<file path="src/rtl/bram_arbiter.sv">
// Two-master round-robin arbiter in front of a single-port synchronous BRAM.
// A built-in sequencer can zero-fill the whole memory while both masters
// are stalled. Read data is routed back to the master that issued the read.
module bram_arbiter #(
  parameter int RAM_WIDTH     = 32,
  parameter int RAM_ADDR_BITS = 9
) (
  input  logic                     clock,
  input  logic                     reset_n,
  // master 0
  input  logic                     m0_req,
  input  logic                     m0_we,
  input  logic [RAM_ADDR_BITS-1:0] m0_addr,
  input  logic [RAM_WIDTH-1:0]     m0_wdata,
  output logic                     m0_gnt,
  output logic                     m0_rvalid,
  output logic [RAM_WIDTH-1:0]     m0_rdata,
  // master 1
  input  logic                     m1_req,
  input  logic                     m1_we,
  input  logic [RAM_ADDR_BITS-1:0] m1_addr,
  input  logic [RAM_WIDTH-1:0]     m1_wdata,
  output logic                     m1_gnt,
  output logic                     m1_rvalid,
  output logic [RAM_WIDTH-1:0]     m1_rdata,
  // clear sequencer
  input  logic                     clear_start,
  output logic                     clear_busy,
  output logic                     clear_done,
  // BRAM port
  output logic                     ram_enable,
  output logic                     write_enable,
  output logic [RAM_ADDR_BITS-1:0] address,
  output logic [RAM_WIDTH-1:0]     input_data,
  input  logic [RAM_WIDTH-1:0]     output_data
);

  localparam logic [0:0] IDLE  = 1'b0;
  localparam logic [0:0] CLEAR = 1'b1;

  // Terminal address of the zero-fill; compared explicitly, never by overflow.
  localparam logic [RAM_ADDR_BITS-1:0] CNT_LAST = '1;
  localparam logic [RAM_ADDR_BITS-1:0] CNT_ONE  = {{(RAM_ADDR_BITS-1){1'b0}}, 1'b1};

  logic [0:0]               state;
  logic [RAM_ADDR_BITS-1:0] counter;
  logic                     last_grant;   // 0 = master 0 won last, 1 = master 1
  logic                     idle;

  assign idle       = (state == IDLE);
  assign clear_busy = (state == CLEAR);

  // Round-robin grant: a lone requester always wins; on a tie the master
  // that did not win last time is served.
  always_comb begin
    m0_gnt = idle & m0_req & (~m1_req | last_grant);
    m1_gnt = idle & m1_req & (~m0_req | ~last_grant);
  end

  // BRAM port mux: clear sequencer has priority, then the granted master.
  always_comb begin
    ram_enable   = 1'b0;
    write_enable = 1'b0;
    address      = '0;
    input_data   = '0;
    if (state == CLEAR) begin
      ram_enable   = 1'b1;
      write_enable = 1'b1;
      address      = counter;
      input_data   = '0;
    end else if (m0_gnt) begin
      ram_enable   = 1'b1;
      write_enable = m0_we;
      address      = m0_addr;
      input_data   = m0_wdata;
    end else if (m1_gnt) begin
      ram_enable   = 1'b1;
      write_enable = m1_we;
      address      = m1_addr;
      input_data   = m1_wdata;
    end
  end

  // Both masters see the BRAM output; rvalid tells each whether it is theirs.
  assign m0_rdata = output_data;
  assign m1_rdata = output_data;

  // Read-return tracking and round-robin history.
  always_ff @(posedge clock or negedge reset_n) begin
    if (!reset_n) begin
      m0_rvalid  <= 1'b0;
      m1_rvalid  <= 1'b0;
      last_grant <= 1'b1;
    end else begin
      m0_rvalid <= m0_gnt & ~m0_we;
      m1_rvalid <= m1_gnt & ~m1_we;
      if (m0_gnt) begin
        last_grant <= 1'b0;
      end else if (m1_gnt) begin
        last_grant <= 1'b1;
      end
    end
  end

  // Clear sequencer: walks every address once, then pulses clear_done.
  always_ff @(posedge clock or negedge reset_n) begin
    if (!reset_n) begin
      state      <= IDLE;
      counter    <= '0;
      clear_done <= 1'b0;
    end else begin
      clear_done <= 1'b0;
      case (state)
        IDLE: begin
          if (clear_start) begin
            state   <= CLEAR;
            counter <= '0;
          end
        end
        CLEAR: begin
          if (counter == CNT_LAST) begin
            state      <= IDLE;
            counter    <= '0;
            clear_done <= 1'b1;
          end else begin
            counter <= counter + CNT_ONE;
          end
        end
        default: begin
          state   <= IDLE;
          counter <= '0;
        end
      endcase
    end
  end

endmodule

</file>
<file path="config.mk">
export PLATFORM = sky130hd
export DESIGN_NAME = bram_arbiter
export DESIGN_NICKNAME = d
export VERILOG_FILES = /design/src/rtl/bram_arbiter.sv
export SDC_FILE = /design/constraint.sdc
export NUM_CORES = 1
export LEC_CHECK = 0
export CORE_AREA = 3 3 90 92
export DETAILED_ROUTE_END_ITERATION = 10
export DIE_AREA = 0 0 93 95
export PLACE_DENSITY = 0.77
export RECOVER_POWER = 100
export SLEW_MARGIN = 20
export SYNTH_ARGS = -nofsm -noshare
export SYNTH_HDL_FRONTEND = slang
export SYNTH_SLANG_ARGS = --single-unit
</file>
<file path="constraint.sdc">
create_clock -name clock -period 4.75 [get_ports clock]
set_clock_uncertainty 0.1 [all_clocks]
set_input_delay 0.7125 -clock clock [delete_from_list [all_inputs] [get_ports clock]]
set_output_delay 0.7125 -clock clock [all_outputs]
set_load 0.1 [all_outputs]
</file>
==> results of run 1 <==
-- cell families after synthesis --
kind of cell | Yosys count | share of synthesized area
AO/OA/AOI/OAI | 62 | 0.315
XOR/XNOR | 1 | 0.00504
adder cells (fa/ha/maj) | 3 | 0.0216
buffers and inverters | 79 | 0.347
flip-flops | 14 | 0.202
multiplexers | 1 | 0.00648
AND/OR/NAND/NOR | 28 | 0.103
-- layout make-up --
class / count / area, um2 / share of cell area
multi-input cells: 95 / 783 / 0.311
flip-flops and latches: 14 / 352 / 0.139
repair buffers: 138 / 1210 / 0.478
well taps: 99 / 124 / 0.0491
clock buffers: 4 / 45.0 / 0.0179
inverters: 3 / 11.3 / 0.00447
-- final timing paths --
path | startpoint | end | slack [ns] | cells after the start
max in group asynchronous | reset_n | counter[8]$_DFFE_PN0P_ | 3.28 | 1
hold reg to reg | counter[6]$_DFFE_PN0P_ | counter[6]$_DFFE_PN0P_ | 0.42 | 1
setup / recovery | m1_req | m1_gnt | 0.68 | 4
setup reg to reg | counter[4]$_DFFE_PN0P_ | counter[6]$_DFFE_PN0P_ | 2.42 | 6
min in group asynchronous | reset_n | counter[6]$_DFFE_PN0P_ | 0.84 | 1
hold / removal | counter[6]$_DFFE_PN0P_ | counter[6]$_DFFE_PN0P_ | 0.42 | 1
-- worst register-to-register path, cell delays in order (launching register included) --
cell	delay, ns
dfrtp_1	0.45
and4_1	0.27
and4_1	0.23
ha_1	0.20
nor2b_1	0.54
a21bo_2	0.30
a31oi_1	0.17
-- power by group through the flow --
stage	registers (mW)	logic, mW	clock network, mW
2_1_floorplan	0.191	0.637	0
3_3_place_gp	0.203	0.526	0
3_5_place_dp	0.205	0.534	0
4_1_cts	0.204	0.534	0.104
5_1_grt	0.213	0.531	0.112
6_report	0.204	0.508	0.102
-- placed cells by master, fill, tap and decap left out, types with 4 or more instances in the layout --
master | Yosys | routed
a221o_1 | 6 | 6
dfrtp_1 | 13 | 13
clkbuf_2 | 0 | 22
buf_4 | 67 | 21
o21ai_0 | 4 | 4
and2_1 | 10 | 9
a22o_2 | 5 | 5
a221o_2 | 4 | 4
clkdlybuf4s50_1 | 0 | 84
dlygate4sd3_1 | 0 | 9
a31oi_1 | 5 | 5
a22o_1 | 30 | 30
-- layer usage --
metal | routed length (um) | share of wire | GRT usage | up-vias
li1 | - | - | - | 760
met1 | 2100 | 0.35 | 0.128 | 738
met2 | 2990 | 0.50 | 0.214 | 104
met3 | 811 | 0.14 | 0.0598 | 4
met4 | 36 | 0.0061 | 0.0232 | 0
met5 | 0 | 0 | 0 | -
-- stage by stage --
step,utilization,hold WS [ns]
global placement,0.348,0.385
floorplan,-,0.317
CTS,0.354,0.424
global route,0.346,0.442
finish,0.346,0.417
detailed placement,0.348,0.414
-- sequential cells by signal, indices dropped and copies added (netlist names) --
signal	flops
last_grant	1
m1_rvalid	1
clear_busy	1
m0_rvalid	1
clear_done	1
counter	9
-- cells in the mapped netlist, types with 2 or more instances --
cell type,count
nand2_1,2
buf_6,7
nor2b_1,2
a221o_2,4
a21oi_1,2
ha_1,3
a21bo_2,2
buf_4,67
a22o_1,30
o21ai_0,4
a22o_2,5
and4_1,3
inv_1,2
nand3_1,3
a221o_1,6
dfrtp_1,13
and2_1,10
nor2_1,2
a31oi_1,5
==> impl_metrics.csv, run 1 <==
group,metric,value,unit
clock_network,clock_path_buffers,2,
status,status,"complete, no violations",
yosys,yosys.area.top_type_share,0.290,
final_layout,layout-drive-gt1-share,0.252,
placed_design,portBuffers,137,
detailed_routing,firstDrtPassIters,4,
final_layout,diodes,0,
sta,setup_viol,0,
yosys,synth_cell_types,35,
clock_network,postCtsSetupRepairBufs,0,
pwr,sw_frac_of_total,0.532,
pwr,power_density,323,nW/um2
pwr,leakage,1.09,nW
yosys,synth_largest_area_cell,"buf_4",
clock_network,clkLatencyLatePin,0.25,ns
pwr,pwr-share-comb,0.624,
sta,min_period,4.07,ns
final_layout,area_growth,45.2,%
yosys,async_reset_ff_frac,1.00,
sta,min_period_over_period,0.856,
floorplan,rows,31,
clock_network,cts_buffers,3,
sta,hold_viol_final,0,
pwr,peakVddDrop,0.174,mV
pwr,p_int,0.381,mW
critical_path,crit_path_max_fanout,44,
detailed_routing,post_drt_via_cell_ratio,4.55,
critical_path,cp_top_family,"buffers and inverters",
yosys,ys_ff_latch,14,
yosys,syn-num-nets,312,
yosys,synth_ff_type,"dfrtp_1",
final_layout,final_cells,353,
sta,slew_violations,0,
detailed_routing,drc,0,
floorplan,core,7290,um2
yosys,synth_edf_count,0,
clock_network,cts_hold_buf,0,
detailed_routing,num_vias,1606,
critical_path,required,3.94,ns
sta,fmax,0.246,GHz
floorplan,initial_core_util,0.238,
yosys,yosysSeqAreaShare,0.202,
final_layout,fillers,761,
clock_network,cts_resized,0,
detailed_routing,drtIter0Drc,88,
sta,maxSlewHeadroom,0.226,
yosys,avgSynthCellArea,9.24,um2
global_routing,track_usage,0.120,
critical_path,endpoint_kind,"output pin",
critical_path,path_cells,"dlygate4sd3_1 -> a21boi_2 -> nor2b_4 -> clkbuf_1",
floorplan,dieArea,8840,um2
hold_path,hp-class,"flop to flop",
sta,tightest_slew,1.17,ns
critical_path,worst-setup-path-type,"input pin to output pin",
clock_network,cts_tree,"built",
placed_design,placed_area,2540,um2
critical_path,cp-start-kind,"input pin",
run,max-cap-violations,0,
yosys,yosys_warnings,0,
placed_design,gp_congestion,0.822,
detailed_routing,routedWlPerCell,16.8,um
critical_path,critical_path.slowest_cell,"clkbuf_1",
yosys,synthTopCellsByArea,"buf_4 (29%), dfrtp_1 (19%), a22o_1 (15%)",
sta,rsz0062_at_grt,"no",
global_routing,grt_pass1_wl,8.37,mm
placed_design,dpl.hpwl,4.89,mm
pwr,pwr-share-seq,0.251,
critical_path,slowest_delay,0.93,ns
clock_network,cts-root-buf,"clkbuf_8",
clock_network,htreeDepth,1,
clock_network,clk_pin_slew,0.06,ns
global_routing,antenna_found_initial,0,
global_routing,grt_max_degree,45,
critical_path,crit_buf_inv,2,
global_routing,overflow,0,
detailed_routing,ant_nets,0,
pwr,netSwitchingPower,0.433,mW
floorplan,ios,234,
sta,fin_setup_tns,0,ns
yosys,netlist_area,1740,um2
floorplan,die_x,93,um
placed_design,post-place-ws,1.02,ns
pwr,total_power,0.815,mW
clock_network,cts.sinks,14,
sta,setup_ws,0.683,ns
detailed_routing,wl,5.93,mm
pwr,p_clk_frac,0.125,
yosys,syn_inst,188,
floorplan,dieHeight,95,um
final_layout,fin_nets,379,
global_routing,grt_pass1_vias,1583,
final_layout,stdcell_area,2520,um2
critical_path,critPathArrivalTime,3.25,ns
placed_design,placedCellCount,349,
Power figures use the tool's default switching activity.
==> run 2: changes to the inputs <==
--- a/config.mk
+++ b/config.mk
@@ -8,6 +8,7 @@
 export CORE_AREA = 3 3 90 92
 export DETAILED_ROUTE_END_ITERATION = 10
 export DIE_AREA = 0 0 93 95
+export GPL_TIMING_DRIVEN = 0
 export PLACE_DENSITY = 0.77
 export RECOVER_POWER = 100
 export SLEW_MARGIN = 20
==> run 2 against run 1 <==
  * Global-route usage up 4.3 points
  * Largest cell class unchanged
  * Fmax fell by 7.3%
  * Largest power group unchanged
  * Sequential share of layout area decreased by 5.0 points
  * Die area stayed put
==> impl_metrics.csv, run 2 (synthesis gave the netlist of run 1 again) <==
group,metric,value,unit
status,status,"complete, no violations",
clock_network,clk_pin_slew,0.07,ns
global_routing,overflow,0,
final_layout,fin_nets,518,
final_layout,stdcell_area,3920,um2
hold_path,hp-class,"flop to flop",
placed_design,dpl.hpwl,7.02,mm
pwr,pwr-share-seq,0.178,
clock_network,clkLatencyLatePin,0.25,ns
detailed_routing,ant_nets,0,
detailed_routing,num_vias,2162,
sta,min_period_over_period,0.924,
clock_network,htreeDepth,1,
critical_path,critPathArrivalTime,3.58,ns
placed_design,portBuffers,201,
critical_path,crit_path_max_fanout,10,
clock_network,cts.sinks,14,
global_routing,grt_pass1_vias,2224,
final_layout,largest_register_ffs,9,
global_routing,grt_pass1_wl,11.5,mm
detailed_routing,drc,0,
global_routing,antenna_found_initial,0,
pwr,p_int,0.484,mW
detailed_routing,post_drt_via_cell_ratio,4.39,
pwr,peakVddDrop,0.176,mV
hold_path,holdPathStages,1,
clock_network,cts_buffers,3,
sta,fmax,0.228,GHz
clock_network,cts_tree,"built",
pwr,leakage,1.79,nW
critical_path,endpoint_kind,"output pin",
sta,fin_hold_ws,0.395,ns
sta,slew_violations,0,
clock_network,cts-root-buf,"clkbuf_8",
final_layout,area_growth,126,%
sta,maxSlewHeadroom,0.308,
final_layout,diodes,0,
detailed_routing,firstDrtPassIters,4,
run,max-cap-violations,0,
clock_network,cts_resized,0,
final_layout,layout_common_cells,"dlygate4sd3_1 (115), clkdlybuf4s50_1 (86), buf_4 (67), a22o_1 (30), dfrtp_1 (13)",
critical_path,required,3.94,ns
pwr,p_clk_frac,0.103,
pwr,netSwitchingPower,0.664,mW
clock_network,cts_hold_buf,0,
floorplan,die_x,93,um
final_layout,top_register,"counter",
global_routing,track_usage,0.163,
floorplan,core,7290,um2
detailed_routing,drtIter0Drc,70,
critical_path,reg2reg_depth,7,
detailed_routing,routedWlPerCell,16.3,um
floorplan,ios,234,
floorplan,rows,31,
clock_network,postCtsSetupRepairBufs,0,
placed_design,placed_area,3870,um2
floorplan,dieHeight,95,um
sta,rsz0062_at_grt,"no",
pwr,sw_frac_of_total,0.578,
detailed_routing,wl,8.01,mm
critical_path,worst-setup-path-type,"input pin to output pin",
floorplan,initial_core_util,0.238,
critical_path,cp-start-kind,"input pin",
placed_design,gp_congestion,0.836,
clock_network,clock_path_buffers,2,
pwr,pwr-share-comb,0.718,
floorplan,dieArea,8840,um2
final_layout,layout.cells.most_common,"dlygate4sd3_1",
sta,tightest_slew,1.03,ns
sta,hold_viol_final,0,
pwr,power_density,293,nW/um2
sta,min_period,4.39,ns
final_layout,layout-drive-gt1-share,0.242,
global_routing,grt_max_degree,15,
sta,fin_setup_tns,0,ns
sta,setup_viol,0,
==> run 2: cell types whose count changed in the layout (fill, tap and decap cells not counted) <==
cell and change:
dlygate4sd3_1 +106, buf_4 +46, clkbuf_2 -22, buf_6 +7, clkdlybuf4s50_1 +2, a21boi_0 +1
a21boi_2 -1, clkbuf_1 -1, clkbuf_8 +1
==> run 2: worst max-delay path: stages <==
cell and delay, ns:
dlygate4sd3_1 0.64, a21boi_0 0.34, nor2b_4 0.21, buf_6 0.14, buf_6 0.14, a22o_1 0.17
dlygate4sd3_1 1.21
==> run 2: cell type report <==
type	count	area, um2
buffer	76	589
clock buffer	4	55.1
fill	701	3370
inverter	3	11.3
multi-input combinational	95	779
sequential	14	352
tap	99	124
timing repair buffer	201	2010
==> run 2: power groups by stage <==
stage                     Clock (mW)  Sequential [mW]  Combinational (mW)
final                          0.119            0.205               0.825
after global routing           0.127            0.212               0.854
after CTS                      0.121            0.204               0.856
after detailed placement           0            0.206               0.855
after global placement             0            0.203               0.845
after floorplan                    0            0.191               0.637
==> run 2: per-stage QoR <==
| step | total power [mW] | cells | setup slack [ns] | util |
|---|---|---|---|---|
| after CTS | 1.18 | 492 | 0.564 | 0.539 |
| final | 1.15 | 492 | 0.362 | 0.538 |
| after detailed placement | 1.06 | 488 | 0.585 | 0.531 |
| after floorplan | 0.827 | 188 | 1.43 | - |
| after global routing | 1.19 | 492 | 0.296 | 0.538 |
| after global placement | 1.05 | 488 | 0.578 | 0.531 |
==> run 2: worst paths after layout <==
kind,from,endpoint,slack (ns)
worst max-delay path,m1_req,input_data[26],0.36
worst min-delay path,counter[7]$_DFFE_PN0P_,counter[7]$_DFFE_PN0P_,0.39
worst max register to register,counter[0]$_DFFE_PN0P_,counter[5]$_DFFE_PN0P_,2.47
worst min register to register,counter[7]$_DFFE_PN0P_,counter[7]$_DFFE_PN0P_,0.39
max in group asynchronous,reset_n,m0_rvalid$_DFF_PN0_,3.29
min in group asynchronous,reset_n,counter[5]$_DFFE_PN0P_,0.83
==> run 2: per-layer routing <==
layer	routed length, um	vias up	global-route usage
met5	0	-	0
met4	112	0	0.0440
met3	740	8	0.0430
met2	4400	114	0.310
met1	2750	1001	0.177
li1	-	1039	-
==> run 3: changes to the inputs <==
--- a/config.mk
+++ b/config.mk
@@ -11,7 +11,7 @@
 export GPL_TIMING_DRIVEN = 0
 export PLACE_DENSITY = 0.77
 export RECOVER_POWER = 100
-export SLEW_MARGIN = 20
+export SLEW_MARGIN = 15
 export SYNTH_ARGS = -nofsm -noshare
 export SYNTH_HDL_FRONTEND = slang
 export SYNTH_SLANG_ARGS = --single-unit
==> results of run 3 <==
No change in the layout: final DEF, timing and power equal those of run 2.
